`src/rtl/quad_encoder_position.sv`:
```
// Quadrature A/B encoder front end: 2-FF synchronisers, per-phase persistence filters,
// x4 decoder with start-up priming, and a saturating up/down position counter.
module quad_encoder_position #(
  parameter int WIDTH       = 10,
  parameter int FILTER_LEN  = 2,
  parameter int RESET_COORD = 0,
  parameter int MIN_COORD   = 0,
  parameter int MAX_COORD   = 1023
) (
  input  logic             clock,
  input  logic             a_reset,
  input  logic             encoder_a,
  input  logic             encoder_b,
  output logic [WIDTH-1:0] coordinate
);

  localparam int CW = (FILTER_LEN > 1) ? $clog2(FILTER_LEN) : 1;
  localparam logic [CW-1:0]    CNT_LAST = CW'(FILTER_LEN - 1);
  localparam logic [WIDTH-1:0] RST_C    = WIDTH'(RESET_COORD);
  localparam logic [WIDTH-1:0] MIN_C    = WIDTH'(MIN_COORD);
  localparam logic [WIDTH-1:0] MAX_C    = WIDTH'(MAX_COORD);

  // Bit 1 carries phase A, bit 0 carries phase B throughout.
  logic [1:0]       sync1_q, sync2_q;
  logic [1:0]       filt_q, filt_d;
  logic [CW-1:0]    cnt_q [2];
  logic [CW-1:0]    cnt_d [2];
  logic [1:0]       prev_q;
  logic [1:0]       warm_q, warm_d;
  logic             primed_q, primed_d;
  logic [WIDTH-1:0] coord_q, coord_d;
  logic             step_fwd, step_rev, settled;

  always_ff @(posedge clock or posedge a_reset) begin
    if (a_reset) begin
      sync1_q <= 2'b00;
      sync2_q <= 2'b00;
    end else begin
      sync1_q <= {encoder_a, encoder_b};
      sync2_q <= sync1_q;
    end
  end

  // A new level is accepted only after FILTER_LEN consecutive differing samples.
  always_comb begin
    filt_d = filt_q;
    for (int i = 0; i < 2; i++) begin
      cnt_d[i] = cnt_q[i];
      if (sync2_q[i] == filt_q[i]) begin
        cnt_d[i] = '0;
      end else if (cnt_q[i] == CNT_LAST) begin
        filt_d[i] = sync2_q[i];
        cnt_d[i]  = '0;
      end else begin
        cnt_d[i] = CW'(cnt_q[i] + 1'b1);
      end
    end
  end

  always_comb begin
    step_fwd = 1'b0;
    step_rev = 1'b0;
    case ({prev_q, filt_q})
      4'b00_10, 4'b10_11, 4'b11_01, 4'b01_00: step_fwd = 1'b1;
      4'b00_01, 4'b01_11, 4'b11_10, 4'b10_00: step_rev = 1'b1;
      default: ;
    endcase
  end

  // Priming waits for the synchronisers to fill and the filters to match the pins,
  // so whatever level the encoder rests at on release is adopted silently.
  assign settled = (sync2_q == filt_q);

  always_comb begin
    warm_d   = warm_q;
    primed_d = primed_q;
    if (!primed_q) begin
      if (warm_q != 2'd2) begin
        warm_d = warm_q + 2'd1;
      end else if (settled) begin
        primed_d = 1'b1;
      end
    end
  end

  always_comb begin
    coord_d = coord_q;
    if (primed_q) begin
      if (step_fwd && (coord_q < MAX_C)) begin
        coord_d = coord_q + 1'b1;
      end else if (step_rev && (coord_q > MIN_C)) begin
        coord_d = coord_q - 1'b1;
      end
    end
  end

  always_ff @(posedge clock or posedge a_reset) begin
    if (a_reset) begin
      filt_q   <= 2'b00;
      cnt_q[0] <= '0;
      cnt_q[1] <= '0;
      prev_q   <= 2'b00;
      warm_q   <= 2'd0;
      primed_q <= 1'b0;
      coord_q  <= RST_C;
    end else begin
      filt_q   <= filt_d;
      cnt_q[0] <= cnt_d[0];
      cnt_q[1] <= cnt_d[1];
      prev_q   <= filt_q;
      warm_q   <= warm_d;
      primed_q <= primed_d;
      coord_q  <= coord_d;
    end
  end

  assign coordinate = coord_q;

endmodule

```
`config.mk`:
```
export PLATFORM = sky130hd
export DESIGN_NAME = quad_encoder_position
export DESIGN_NICKNAME = d
export VERILOG_FILES = /design/src/rtl/quad_encoder_position.sv
export SDC_FILE = /design/constraint.sdc
export NUM_CORES = 1
export LEC_CHECK = 0
export ABC_AREA = 1
export CAP_MARGIN = 20
export CORE_MARGIN = 4
export CORE_UTILIZATION = 60
export CTS_BUF_LIST = sky130_fd_sc_hd__clkbuf_16
export DETAILED_ROUTE_END_ITERATION = 10
export PLACE_DENSITY = 0.83
export SLEW_MARGIN = 30
export SYNTH_ARGS = -nofsm -noshare
export SYNTH_HDL_FRONTEND = slang
export SYNTH_SLANG_ARGS = --single-unit
```
`constraint.sdc`:
```
create_clock -name clock -period 3.5 [get_ports clock]
set_input_delay 0.7 -clock clock [delete_from_list [all_inputs] [get_ports clock]]
set_output_delay 0.7 -clock clock [all_outputs]
set_load 0.05 [all_outputs]
```
==> impl_metrics.env <==
export IMPL_avgSynthCellArea_um2=7.89
export IMPL_htree_num_levels=1
export IMPL_synthTopCellsByArea="dfrtp_1, nand2_1, ha_1, inv_1, nor2_1"
export IMPL_gr_total_overflow=0
export IMPL_gp_congestion=0.843
export IMPL_cts_buffer_depth=2
export IMPL_dr_pass1_iters=4
export IMPL_drive_gt1_frac=0.0867
export IMPL_filler_cell_count=178
export IMPL_drc=0
export IMPL_yosysTopAreaCell="dfrtp_1"
export IMPL_dr_first_iter_drc_count=55
export IMPL_critical_path_class="flip-flop to flip-flop"
export IMPL_clk_pin_slew_ps=60
export IMPL_tns_ps=0
export IMPL_wl_per_cell_um=13.2
export IMPL_maxSlewViolCount=0
export IMPL_coreArea_um2=2230
export IMPL_ctsResizeCount=0
export IMPL_floorplan_initialDensity=0.636
export IMPL_cp_arrival_ps=2640
export IMPL_vias=1242
export IMPL_die_x_um=56.7
export IMPL_rsz0062_at_grt="false"
export IMPL_reg2reg_from="coordinate[0]"
export IMPL_setup_worst_path_start="coordinate[0]"
export IMPL_reg2reg_depth=12
export IMPL_skew_ps=4.17
export IMPL_ys_types=22
export IMPL_grt_pass1_vias=1229
export IMPL_crit_fanout=12
export IMPL_timing_rr_end="coordinate[8]"
export IMPL_dieHeight_um=56.7
export IMPL_nNetsFinal=211
export IMPL_post_cts_buffers=0
export IMPL_period_share=0.710
export IMPL_vias_per_cell=5.54
export IMPL_endpoint_kind="flip-flop"
export IMPL_worstMarginPinSlew_ps=816
export IMPL_netlist_instances=180
export IMPL_syn_nets=194
export IMPL_syn_cell_area_um2=1420
export IMPL_final_util=0.737
export IMPL_cts_hold_buffers=0
export IMPL_cap_viol_max_count=0
export IMPL_clkLatencyLatePin_ps=260
export IMPL_grt_max_degree=24
export IMPL_yosysWarnings=0
export IMPL_diodes=0
export IMPL_status="finished clean"
export IMPL_cts_sinks=23
export IMPL_dieArea_um2=3210
export IMPL_rows=17
export IMPL_min_period_ps=2490
export IMPL_pin_count=14
export IMPL_antenna_found_initial=0
export IMPL_endpoint="coordinate[8]"
export IMPL_io_buffer_count=13
export IMPL_routed_wl_mm=2.97
export IMPL_cts_made_buffers=3
export IMPL_ys_ff_latch=23
export IMPL_grt_pass1_wl_mm=5.32
export IMPL_syn_to_final_growth_pct=15.9
export IMPL_hold_violations=0
export IMPL_report_final_setup_viol=0
export IMPL_required_ps=3650
export IMPL_hp_class="flip-flop to flip-flop"
export IMPL_slew_limit_headroom=0.453
export IMPL_ant_nets=0
export IMPL_startpoint_type="flip-flop"
export IMPL_cts_tree="done"
export IMPL_max_freq_ghz=0.402
export IMPL_synth_seq_area_share=0.405
export IMPL_dp_hpwl_mm=2.23
export IMPL_synth_top_area_share=0.405
export IMPL_grtUsageTotal=0.210
export IMPL_cts_root_buf="clkbuf_16"
export IMPL_rrSetupSlack_ps=1010
per-stage QoR:
step	cell area, um^2	instances	hold slack [ps]	setup WS, ps
floorplan	1420	180	331	1100
global placement	1570	220	333	1230
detailed placement	1570	220	337	1120
CTS	1650	224	351	1040
global route	1650	224	364	774
finish	1650	224	349	1010
how the worst min path moves through the flow:
stage               start          to  slack (ps)  cells after the start
2_1_floorplan  sync1_q[0]  sync2_q[0]         330                      0
3_3_place_gp   sync1_q[1]  sync2_q[1]         330                      0
3_5_place_dp   sync1_q[1]  sync2_q[1]         340                      0
4_1_cts        sync1_q[1]  sync2_q[1]         350                      0
5_1_grt        sync1_q[1]  sync2_q[1]         360                      0
6_report       sync1_q[1]  sync2_q[1]         350                      0
registers in the layout, indices dropped and copies added (netlist names):
| register | cells |
|---|---|
| sync1_q | 2 |
| cnt_q | 2 |
| warm_q | 2 |
| filt_q | 2 |
| primed_q | 1 |
| sync2_q | 2 |
| coordinate | 10 |
| prev_q | 2 |
routing by layer:
layer,wire length (um),global-route usage,share of wire
met2,1360,0.337,0.46
met3,202,0.0322,0.068
met5,0,0,0
met4,78,0.0949,0.026
met1,1320,0.278,0.45
cell usage in the layout (no fill, tap or decap), drive strengths merged:
cell,netlist,final
a21oi,8,8
clkbuf,0,3
clkdlybuf4s50,0,13
clkinv,0,2
dfrtp,23,23
fa,1,1
ha,9,9
inv,21,20
nand2,66,66
nand3,12,12
nand3b,2,2
nand4,1,1
nor2,18,18
o21a,1,1
o21ai,8,8
xnor2,3,3
xor2,6,6
cell families (layout without fill, tap and decap cells):
logic type	Yosys count	count (layout)	share of synthesized area
AO/OA/AOI/OAI	17	17	0.0828
XOR/XNOR	9	9	0.0555
adder cells (fa/ha/maj)	10	10	0.0934
buffers and inverters	22	38	0.0696
flip-flops	23	23	0.405
AND/OR/NAND/NOR	99	99	0.293
cell usage after synthesis:
cell and n:
nor2_2 1, fa_1 1, nand4_1 1, nand2_2 4, nand2_4 1, o21ai_4 1, xor2_1 6, ha_1 9
o21ai_2 4, xnor2_1 3, a21oi_1 7, nand3_1 12, inv_2 1, nor2_1 17, dfrtp_1 23, o21a_1 1
buf_12 1, nand3b_1 2, o21ai_0 3, a21oi_2 1, inv_1 20, nand2_1 61
critical path, cell delays in order (launching register included):
cell and delay, ps:
dfrtp_1 480, nand2_1 90, nor2_1 120, nand3_1 110, nand2_2 240, inv_1 90
fa_1 390, o21ai_0 420, nand2_1 150, nand2_1 100, nand2_1 50, nand3_1 80
nand2_1 50
area by class of cell:
| cell class | count | area (um^2) | share of cell area |
|---|---|---|---|
| Clock buffer | 3 | 75.1 | 0.0456 |
| Timing Repair Buffer | 13 | 130 | 0.0791 |
| Tap cell | 28 | 35.0 | 0.0213 |
| Inverter | 21 | 78.8 | 0.0479 |
| Sequential cell | 23 | 576 | 0.350 |
| Multi-Input combinational cell | 135 | 746 | 0.453 |
| Clock inverter | 1 | 5.00 | 0.00304 |
Power is not shown: default switching activity piles up to over one toggle a cycle in this logic, so the estimate is an artifact.
